`src/rtl/lcd_crsr_pkg.sv`:
```
// Shared types for the LCD hardware-cursor overlay: pixel type, cursor codes and shadow registers.
package lcd_crsr_pkg;

  localparam int CRSR_DIM = 32;

  typedef logic [23:0] pixel_t;

  typedef enum logic [1:0] {
    PAL0   = 2'b00,
    PAL1   = 2'b01,
    TRANSP = 2'b10,
    INV    = 2'b11
  } crsr_code_e;

  typedef struct packed {
    logic        en;
    logic [1:0]  img;
    logic [10:0] x;
    logic [9:0]  y;
    logic [4:0]  clip_x;
    logic [4:0]  clip_y;
  } crsr_shadow_t;

  // Two-bit cursor code for column col of a 16-pixel word, leftmost pixel in the MSBs.
  function automatic crsr_code_e code_sel(input logic [31:0] word, input logic [3:0] col);
    logic [31:0] shifted;
    shifted = word << {col, 1'b0};
    return crsr_code_e'(shifted[31:30]);
  endfunction

endpackage

```
`src/rtl/lcd_crsr_pos_cnt.sv`:
```
// Panel position counters: x runs 0..ppl per accepted pixel, y runs 0..lpp per line; v_sync clears both.
module lcd_crsr_pos_cnt (
  input  logic        clk,
  input  logic        rst_n,
  input  logic        clr,
  input  logic        adv,
  input  logic [10:0] ppl,
  input  logic [9:0]  lpp,
  output logic [10:0] x,
  output logic [9:0]  y
);

  // Wrap with >= so a mid-frame shrink of ppl/lpp cannot run the counters away.
  always_ff @(posedge clk) begin
    if (!rst_n || clr) begin
      x <= '0;
      y <= '0;
    end else if (adv) begin
      if (x >= ppl) begin
        x <= '0;
        y <= (y >= lpp) ? '0 : y + 10'd1;
      end else begin
        x <= x + 11'd1;
      end
    end
  end

endmodule

```
`src/rtl/lcd_crsr_overlay.sv`:
```
// Two-stage hardware-cursor overlay between palette and timing controller.
// Define LCD_CRSR_INVERT_EN to make cursor code 11 invert the underlying pixel.
module lcd_crsr_overlay
  import lcd_crsr_pkg::*;
(
  input  logic        HCLK,
  input  logic        HRESETn,
  input  logic        v_sync,
  input  logic [23:0] pix_in,
  input  logic        pix_in_valid,
  output logic        pix_in_stall,
  output logic [23:0] pix_out,
  output logic        pix_out_valid,
  input  logic        pix_out_stall,
  input  logic [10:0] ppl,
  input  logic [9:0]  lpp,
  input  logic        crsr_en,
  input  logic [1:0]  crsr_img,
  input  logic [10:0] crsr_x,
  input  logic [9:0]  crsr_y,
  input  logic [4:0]  clip_x,
  input  logic [4:0]  clip_y,
  input  logic [23:0] crsr_pal0,
  input  logic [23:0] crsr_pal1,
  output logic [7:0]  crsr_raddr,
  input  logic [31:0] crsr_rdata
);

  crsr_shadow_t shadow;
  logic [10:0]  x_p0;
  logic [9:0]   y_p0;
  logic [11:0]  cx_p0, cy_p0;
  logic         hit_p0, accept_p0;
  logic [7:0]   raddr_p0;
  logic         stall_p1, stall_p2;
  logic         vld_p1, vld_p2;
  pixel_t       pix_p1, pix_res;
  logic         hit_p1;
  logic [3:0]   col_p1;
  logic [7:0]   raddr_p1;

  assign stall_p2     = vld_p2 & pix_out_stall;
  assign stall_p1     = vld_p1 & stall_p2;
  assign pix_in_stall = stall_p1 & ~v_sync;
  assign accept_p0    = pix_in_valid & ~stall_p1 & ~v_sync;

  always_ff @(posedge HCLK) begin
    if (!HRESETn) begin
      shadow <= '0;
    end else if (v_sync) begin
      shadow <= '{en: crsr_en, img: crsr_img, x: crsr_x, y: crsr_y,
                  clip_x: clip_x, clip_y: clip_y};
    end
  end

  lcd_crsr_pos_cnt u_pos (
    .clk   (HCLK),
    .rst_n (HRESETn),
    .clr   (v_sync),
    .adv   (accept_p0),
    .ppl   (ppl),
    .lpp   (lpp),
    .x     (x_p0),
    .y     (y_p0)
  );

  // ---- stage 0: hit test and cursor RAM address for the pixel being offered
  assign cx_p0    = {1'b0, x_p0} - {1'b0, shadow.x} + {7'd0, shadow.clip_x};
  assign cy_p0    = {2'b0, y_p0} - {2'b0, shadow.y} + {7'd0, shadow.clip_y};
  assign hit_p0   = shadow.en & (x_p0 >= shadow.x) & (y_p0 >= shadow.y) &
                    (cx_p0 <= 12'(CRSR_DIM - 1)) & (cy_p0 <= 12'(CRSR_DIM - 1));
  assign raddr_p0 = {shadow.img, cy_p0[4:0], cx_p0[4]};

  // The RAM is read one edge ahead, so stage 1's own address is replayed while it is held.
  assign crsr_raddr = stall_p1 ? raddr_p1 : raddr_p0;

  // ---- stage 1: registered position result and pixel
  always_ff @(posedge HCLK) begin
    if (!HRESETn || v_sync) begin
      vld_p1 <= 1'b0;
    end else if (!stall_p1) begin
      vld_p1 <= accept_p0;
    end
  end

  always_ff @(posedge HCLK) begin
    if (accept_p0) begin
      pix_p1   <= pix_in;
      hit_p1   <= hit_p0;
      col_p1   <= cx_p0[3:0];
      raddr_p1 <= raddr_p0;
    end
  end

  always_comb begin
    pix_res = pix_p1;
    if (hit_p1) begin
      case (code_sel(crsr_rdata, col_p1))
        PAL0:   pix_res = crsr_pal0;
        PAL1:   pix_res = crsr_pal1;
        TRANSP: pix_res = pix_p1;
`ifdef LCD_CRSR_INVERT_EN
        INV:    pix_res = ~pix_p1;
`else
        INV:    pix_res = pix_p1;
`endif
      endcase
    end
  end

  // ---- stage 2: resolved output pixel
  always_ff @(posedge HCLK) begin
    if (!HRESETn || v_sync) begin
      vld_p2 <= 1'b0;
    end else if (!stall_p2) begin
      vld_p2 <= vld_p1;
    end
  end

  always_ff @(posedge HCLK) begin
    if (!HRESETn) begin
      pix_out <= '0;
    end else if (!stall_p2 && vld_p1) begin
      pix_out <= pix_res;
    end
  end

  assign pix_out_valid = vld_p2;

endmodule

```
`config.mk`:
```
export PLATFORM = sky130hd
export DESIGN_NAME = lcd_crsr_overlay
export DESIGN_NICKNAME = d
export VERILOG_FILES = /design/src/rtl/lcd_crsr_pkg.sv /design/src/rtl/lcd_crsr_pos_cnt.sv /design/src/rtl/lcd_crsr_overlay.sv
export SDC_FILE = /design/constraint.sdc
export NUM_CORES = 1
export LEC_CHECK = 0
export CAP_MARGIN = 20
export CORE_MARGIN = 3
export CORE_UTILIZATION = 50
export CTS_BUF_LIST = sky130_fd_sc_hd__clkbuf_8
export CTS_CLUSTER_SIZE = 40
export DETAILED_ROUTE_END_ITERATION = 10
export MAX_ROUTING_LAYER = met4
export PLACE_DENSITY = 0.84
export SYNTH_ARGS = -nofsm -noshare
export SYNTH_HDL_FRONTEND = slang
export SYNTH_SLANG_ARGS = --single-unit
```
`constraint.sdc`:
```
create_clock -name HCLK -period 4.3 [get_ports HCLK]
set_clock_uncertainty 0.05 [all_clocks]
set_input_delay 0.86 -clock HCLK [delete_from_list [all_inputs] [get_ports HCLK]]
set_output_delay 0.86 -clock HCLK [all_outputs]
set_load 0.01 [all_outputs]
```
# Word-level counts from Yosys, hierarchy flattened
# Cells that the tools add are included.
dict set report word_totals {
  reg_bits 118
  latch_bits 0
  mem_bits_rw 0
  romBits 0
  input_bits 164
  out_inout_bits 34
  wordCells 54
  n_memories 0
}
dict set report op_classes {
  add_sub_neg 6
  multipliers 0
  div 0
  n_lt_le_gt_ge 6
  n_eq_ne 3
  n_shift 1
  muxes 5
  bitwise_logic 11
  reduce_logical 7
}
# operator n
set op_table {}
lappend op_table {{$pmux 24 s3} 1}
lappend op_table {{$shl 32x5->32} 1}
lappend op_table {{$le 12x5->1 const B} 2}
lappend op_table {{$mux 24} 1}
lappend op_table {{$ge 11x11->1} 2}
lappend op_table {{$ge 10x10->1} 2}
lappend op_table {{$add 11x6->12} 1}
lappend op_table {{$add 12x5->12} 1}
lappend op_table {{$sub 11x11->12} 1}
lappend op_table {{$add 11x1->11 const B} 1}
lappend op_table {{$mux 11} 1}
lappend op_table {{$sub 10x10->11} 1}
lappend op_table {{$add 10x1->10 const B} 1}
lappend op_table {{$mux 10} 1}
lappend op_table {{$and 1x1->1} 9}
lappend op_table {{$mux 8} 1}
lappend op_table {{$eq 2x2->1 const B} 2}
lappend op_table {{$eq 2x1->1 const B} 1}
lappend op_table {{$logic_not 1->1} 2}
lappend op_table {{$logic_not 2->1} 1}
lappend op_table {{$not 1->1} 2}
lappend op_table {{$reduce_and 2->1} 1}
lappend op_table {{$reduce_or 2->1} 1}
lappend op_table {{$logic_and 1x1->1} 1}
lappend op_table {{$logic_or 1x1->1} 1}

# Depth between registers and ports, before layout
dict set report depth {
  ltp_word 6
  depth_mapped 14
  mapped_depth_nobuf 14
}

# By module
# A second synthesis with hierarchy kept.
dict set report unflattened {
  cells_unflattened 762
  area_unflattened_um2 7294.5
}
# module instances cells_each area_each_um2 seq_area_each_um2
set modules_own_cells {}
lappend modules_own_cells {lcd_crsr_overlay 1 573 5786.8 2312.2}
lappend modules_own_cells {lcd_crsr_pos_cnt 1 189 1507.7 420.4}

# Least setup slack after synthesis
# OpenSTA, ideal clock, no wires.
dict set report synth_path {
  path_type {input to register}
  start {input pix_out_stall}
  end {register u_pos.y[0]}
  setup_ns 0.137
  arrival_time_ns 3.412
  required_time_ns 4.113
  path_slack_ns 0.701
  cell_stages 7
  path_buffers 1
  path_cell_list {nand3_1 -> nand3b_1 -> inv_1 -> clkbuf_1 -> nand2_1 -> o21ai_1 -> nor2_1}
}
dict set report synth_via {
  elab_chain_cells 6
}
# item line_no
set synth_rtl {}
lappend synth_rtl {{start: declaration} lcd_crsr_overlay.sv:14} ;# input logic pix_out_stall,
lappend synth_rtl {{$and 1x1->1} lcd_crsr_overlay.sv:42} ;# assign stall_p2 = vld_p2 & pix_out_stall;
lappend synth_rtl {{$and 1x1->1} lcd_crsr_overlay.sv:43} ;# assign stall_p1 = vld_p1 & stall_p2;
lappend synth_rtl {{$not 1->1} lcd_crsr_overlay.sv:45} ;# assign accept_p0 = pix_in_valid & ~stall_p1 & ~v_sync;
lappend synth_rtl {{$and 1x1->1 (2 in a row)} lcd_crsr_overlay.sv:45}
lappend synth_rtl {{net accept_p0} lcd_crsr_overlay.sv:33} ;# logic hit_p0, accept_p0;
lappend synth_rtl {{$reduce_and 2->1 (no line)} -}
lappend synth_rtl {{end signal: assignment} lcd_crsr_pos_cnt.sv:21} ;# y <= (y >= lpp) ? '0 : y + 10'd1;
lappend synth_rtl {{end: declaration} lcd_crsr_pos_cnt.sv:10} ;# output logic [9:0] y
# The timed path passes the listed nets, and every way through them passes these cells.
# A chain may end at the register's enable or synchronous reset.

# Worst setup path in the final report
dict set report layout_path {
  start {register u_pos.y[2]}
  end {output crsr_raddr[5]}
}
dict set report layout_via {
  elab_chain_cells 3
}
# item line_no
set layout_rtl {}
lappend layout_rtl {{$sub 10x10->11} lcd_crsr_overlay.sv:69} ;# assign cy_p0 = {2'b0, y_p0} - {2'b0, shadow.y} + {7'd0, shadow.clip_y};
lappend layout_rtl {{$add 11x6->12} lcd_crsr_overlay.sv:69}
lappend layout_rtl {{net cy_p0[4]} lcd_crsr_overlay.sv:32} ;# logic [11:0] cx_p0, cy_p0;
lappend layout_rtl {{$mux 8} lcd_crsr_overlay.sv:75} ;# assign crsr_raddr = stall_p1 ? raddr_p1 : raddr_p0;
lappend layout_rtl {{end: declaration} lcd_crsr_overlay.sv:25} ;# output logic [7:0] crsr_raddr,
# The timed path passes the listed nets, and every way through them passes these cells.

==> impl.org <==
** Drt
- Once detail routing completed, the nets flagged for antenna violations numbered 0.
- Count of TritonRoute iterations in the first routing pass :: 5
- The final layout contains routed wiring with a total length of 18900 um.
- DRC violations left :: 0
- 1st-iter DRT viols :: 427
- The routed layout has 5912 vias.
- After detailed routing, the average wire length per cell comes to 16.7 um.
- Using the TritonRoute via totals, the vias-per-cell ratio works out to 5.23.

** Yosys
- Fraction of synthesis flops using an asynchronous set or reset pin :: 0
- Among all flip-flop cells after synthesis, the most frequent one is sky130_fd_sc_hd__dfxtp_1.
- After technology mapping, the gate count stands at 743.
- By area the synthesized netlist is led by sky130_fd_sc_hd__dfxtp_1 23%, sky130_fd_sc_hd__edfxtp_1 16%, sky130_fd_sc_hd__ha_1 11%.
- sky130_fd_sc_hd__dfxtp_1 takes more of the synthesized area than any other cell.
- The synthesized design contains 118 register bits.
- In this run, synthesis inferred 37 flip-flops with an integrated enable.
- A synthesized cell averages 9.57 um2.
- The synthesized netlist occupies a cell area of 7110 um2.
- Net count of the mapped netlist :: 977
- Of the post-synthesis cell area, the dominant cell type holds 0.228.
- The netlist uses 55 different library cells.
- Yosys synthesis warning count :: 0
- Register area share after synthesis :: 0.384

** Floorplan
- Number of placement rows :: 42
- Number of primary I/O pins :: 198
- The floorplan step defined a die boundary enclosing 15700 um2.
- The total area inside the core boundary comes to 13600 um2.
- Measured along the x axis, the die boundary spans 125 um.
- The floorplan step set the die height to 125 um.
- For this configuration, the core starts out at a cell density of 0.524.

** Place
- Post-placement cell area :: 9270 um2
- Count of buffers from port buffering :: 197
- The number of placed instances, taps included, is 1098.
- Post-DP HPWL :: 14700 um
- GPL Wtd Cong :: 0.878

** Worst setup path
- Startpoint class of the critical path :: flop
- Maximum fanout along the worst path :: 9
- R2r endpoint :: hit_p1$_DFFE_PP_
- Number of cells traversed by the worst register-to-register path :: 12
- Critical path arrival :: 3190 ps
- Critical Path Source :: u_pos.y[2]$_SDFFE_PP0P_
- Crit Reg-Reg Startpoint :: u_pos.x[3]$_SDFFE_PP0P_
- Internal reg-to-reg setup slack :: 850 ps
- Critical path data required time :: 3390 ps
- The critical path is of the flop to primary output type.
- Crit. End Element :: primary output

** Global route
- First-pass GRT wire length :: 30200 um
- The number of antenna violations at the first check in global routing came to 0.
- The number of global-route vias before repair came to 5725.
- Entering global routing, the biggest net connects 38 pins.
- Combined global-route utilization of all metal layers :: 0.249
- The total overflow left after global routing is 0.

** Clocking
- The number of gates resized after CTS was 0.
- Buffers inserted by post-CTS timing repair :: 0
- Total number of H-tree levels :: 4
- After clock tree synthesis, the clock-pin slew on the worst setup and hold paths is 70 ps.
- Cts hold-fix bufs :: 0
- The clock net in this run drives a total of 118 sinks.
- TritonCTS built the clock tree.
- For the worst-skew pair, the clock arrives at the later sink with an insertion delay of 440 ps.
- No sink is reached through more buffers than the 2 on the longest clock path.
- The tree is rooted in a sky130_fd_sc_hd__clkbuf_8.
- Clock tree synthesis inserted a total of 17 buffers.

** Power and ir drop
- In this run the power density over the cells is 315 nW/um2.
- Peak VDD IR :: 0.154 mV
- Switching portion of total power :: 0.264
- Internal Power :: 2.25 mW
- Sequential share of power :: 0.409
- The share of total power dissipated in combinational logic is 0.231.
- The analysis attributes to cell leakage a power of 3.99 nW.
- Fraction of power consumed by the clock network :: 0.360
- The analysis attributes to net switching a power of 805 uW.

** Layout
- From synthesis to final layout, the design area changed by 36.5%.
- Of the cells placed in the final design, the portion with a size suffix greater than 1 is 0.0734.
- Final cell count without fillers :: 1130
- The finished cells cover 9710 um2.
- For this run, the post-layout net count is 1175.
- The repair_antennas step left the layout with diodes totalling 0.

** Min path
- Count of cells along the worst hold path :: 2
- Worst hold endpoint :: pix_out[8]$_SDFFE_PN0P_
- The tightest min-delay check is of the flop to flop type.
- The startpoint identified for the worst hold timing path is pix_out[8]$_SDFFE_PN0P_.

** Timing
- Tcrit/Tclk final :: 0.953
- Slew headroom :: 0.326
- Setup violations remaining at the end of the flow were counted as 0.
- Unrepaired setup endpoints after global routing :: false
- Least-Margin Pin Slew :: 1010 ps
- The total count of max-transition violations in the final report was 0.
- For the final routed database, the setup TNS stands at 0 ps.
- Final hold analysis gives a worst-case slack of 397 ps.
- The worst path in the final design needs a cycle of 4100 ps, including I/O delays and setup.
- For this run, the top clock speed supported by timing is 0.244 GHz.
- The count of final hold-check violations was 0.

** Status
- The run finished with clean final reports.

** Run
- Across the run, the number of max-cap violations was 0.
==> cells by family (layout without fill, tap and decap cells) <==
family,Yosys count,after routing,synth area share
buffers and inverters,103,314,0.0563
AND/OR/NAND/NOR,210,210,0.149
AO/OA/AOI/OAI,129,129,0.105
multiplexers,77,77,0.127
XOR/XNOR,36,36,0.0443
flip-flops,118,118,0.384
adder cells (fa/ha/maj),70,70,0.134
==> Yosys cell counts, types with 10 or more instances <==
cell type / number
sky130_fd_sc_hd__a21oi_1: 31
sky130_fd_sc_hd__clkbuf_1: 12
sky130_fd_sc_hd__dfxtp_1: 81
sky130_fd_sc_hd__edfxtp_1: 37
sky130_fd_sc_hd__fa_1: 10
sky130_fd_sc_hd__ha_1: 60
sky130_fd_sc_hd__inv_1: 78
sky130_fd_sc_hd__mux2i_1: 60
sky130_fd_sc_hd__mux4_2: 10
sky130_fd_sc_hd__nand2_1: 70
sky130_fd_sc_hd__nand3_1: 12
sky130_fd_sc_hd__nor2_1: 37
sky130_fd_sc_hd__nor2b_1: 40
sky130_fd_sc_hd__o21ai_0: 22
sky130_fd_sc_hd__o21ai_1: 49
sky130_fd_sc_hd__xnor2_1: 21
sky130_fd_sc_hd__xor2_1: 15
==> critical path: stages (launching register included) <==
cell	delay, ps
sky130_fd_sc_hd__dfxtp_1	490
sky130_fd_sc_hd__ha_1	350
sky130_fd_sc_hd__nor2b_4	160
sky130_fd_sc_hd__or2_1	220
sky130_fd_sc_hd__a21oi_1	180
sky130_fd_sc_hd__xnor2_1	130
sky130_fd_sc_hd__ha_1	280
sky130_fd_sc_hd__xnor2_1	210
sky130_fd_sc_hd__mux2_2	200
sky130_fd_sc_hd__clkdlybuf4s50_1	530
==> worst max path at each step <==
stage                         endpoint  cells past startpoint  slack, ps
2_1_floorplan  u_pos.y[0]$_SDFFE_PP0P_                      7        700
3_3_place_gp             crsr_raddr[5]                     10        600
3_5_place_dp             crsr_raddr[5]                     10        510
4_1_cts                  crsr_raddr[5]                     10          6
5_1_grt                  crsr_raddr[5]                      9         10
6_report                 crsr_raddr[5]                      9        200
==> per-layer routing <==
| layer | global-route usage | routed length [um] |
|---|---|---|
| met5 | - | 0 |
| met4 | 0.0651 | 246 |
| met3 | 0.0567 | 1270 |
| met2 | 0.415 | 9360 |
| met1 | 0.308 | 8000 |
==> per-stage QoR <==
stage | util | setup WS [ps] | power, mW
finish | 0.716 | 202 | 3.05
global route | 0.716 | 11.2 | 3.20
CTS | 0.715 | 6.10 | 3.08
detailed placement | 0.683 | 506 | 1.98
global placement | 0.683 | 602 | 1.96
floorplan | - | 701 | 1.67
==> power by group through the flow <==
stage	Sequential, mW	Combinational (mW)	Clock [mW]
floorplan	1.27	0.407	0
detailed placement	1.27	0.702	0
global placement	1.27	0.688	0
global route	1.26	0.771	1.17
finish	1.25	0.707	1.10
CTS	1.25	0.708	1.12
==> cell type report <==
cell class / count / area [um2]
multi-input cells: 522 / 4000
fillers: 1018 / 3850
flip-flops and latches: 118 / 2730
repair buffers: 204 / 2030
inverters: 78 / 293
clock buffers: 18 / 248
well taps: 176 / 220
clock inverters: 14 / 183
==> cell usage in the layout, fill, tap and decap left out, types with 4 or more instances in the layout <==
| cell | instances |
|---|---|
| sky130_fd_sc_hd__nand2_1 | 70 |
| sky130_fd_sc_hd__edfxtp_1 | 37 |
| sky130_fd_sc_hd__bufinv_16 | 4 |
| sky130_fd_sc_hd__nand2b_1 | 5 |
| sky130_fd_sc_hd__ha_1 | 59 |
| sky130_fd_sc_hd__clkbuf_8 | 18 |
| sky130_fd_sc_hd__buf_4 | 6 |
| sky130_fd_sc_hd__nand3_1 | 12 |
| sky130_fd_sc_hd__inv_1 | 77 |
| sky130_fd_sc_hd__a21o_1 | 5 |
| sky130_fd_sc_hd__mux2i_1 | 60 |
| sky130_fd_sc_hd__fa_1 | 9 |
| sky130_fd_sc_hd__clkdlybuf4s50_1 | 196 |
| sky130_fd_sc_hd__o21ai_0 | 22 |
| sky130_fd_sc_hd__mux4_2 | 10 |
| sky130_fd_sc_hd__dfxtp_1 | 80 |
| sky130_fd_sc_hd__nand4_1 | 8 |
| sky130_fd_sc_hd__and3_1 | 6 |
| sky130_fd_sc_hd__nor3_1 | 8 |
| sky130_fd_sc_hd__o21ai_1 | 49 |
| sky130_fd_sc_hd__nor2b_1 | 39 |
| sky130_fd_sc_hd__and2_1 | 5 |
| sky130_fd_sc_hd__mux2_2 | 7 |
| sky130_fd_sc_hd__a21oi_1 | 30 |
| sky130_fd_sc_hd__xnor2_1 | 21 |
| sky130_fd_sc_hd__nor2_1 | 37 |
| sky130_fd_sc_hd__xor2_1 | 15 |
==> flip-flops by register name, indices dropped and copies added, names as in the netlist <==
register	cells
pix_out_valid	1
shadow	32
pix_p1	24
raddr_p1	8
raddr_p0	2
u_pos.x	11
pix_out	24
u_pos.y	10
hit_p1	1
vld_p1	1
col_p1	4
(Power assumes the default switching activity.)
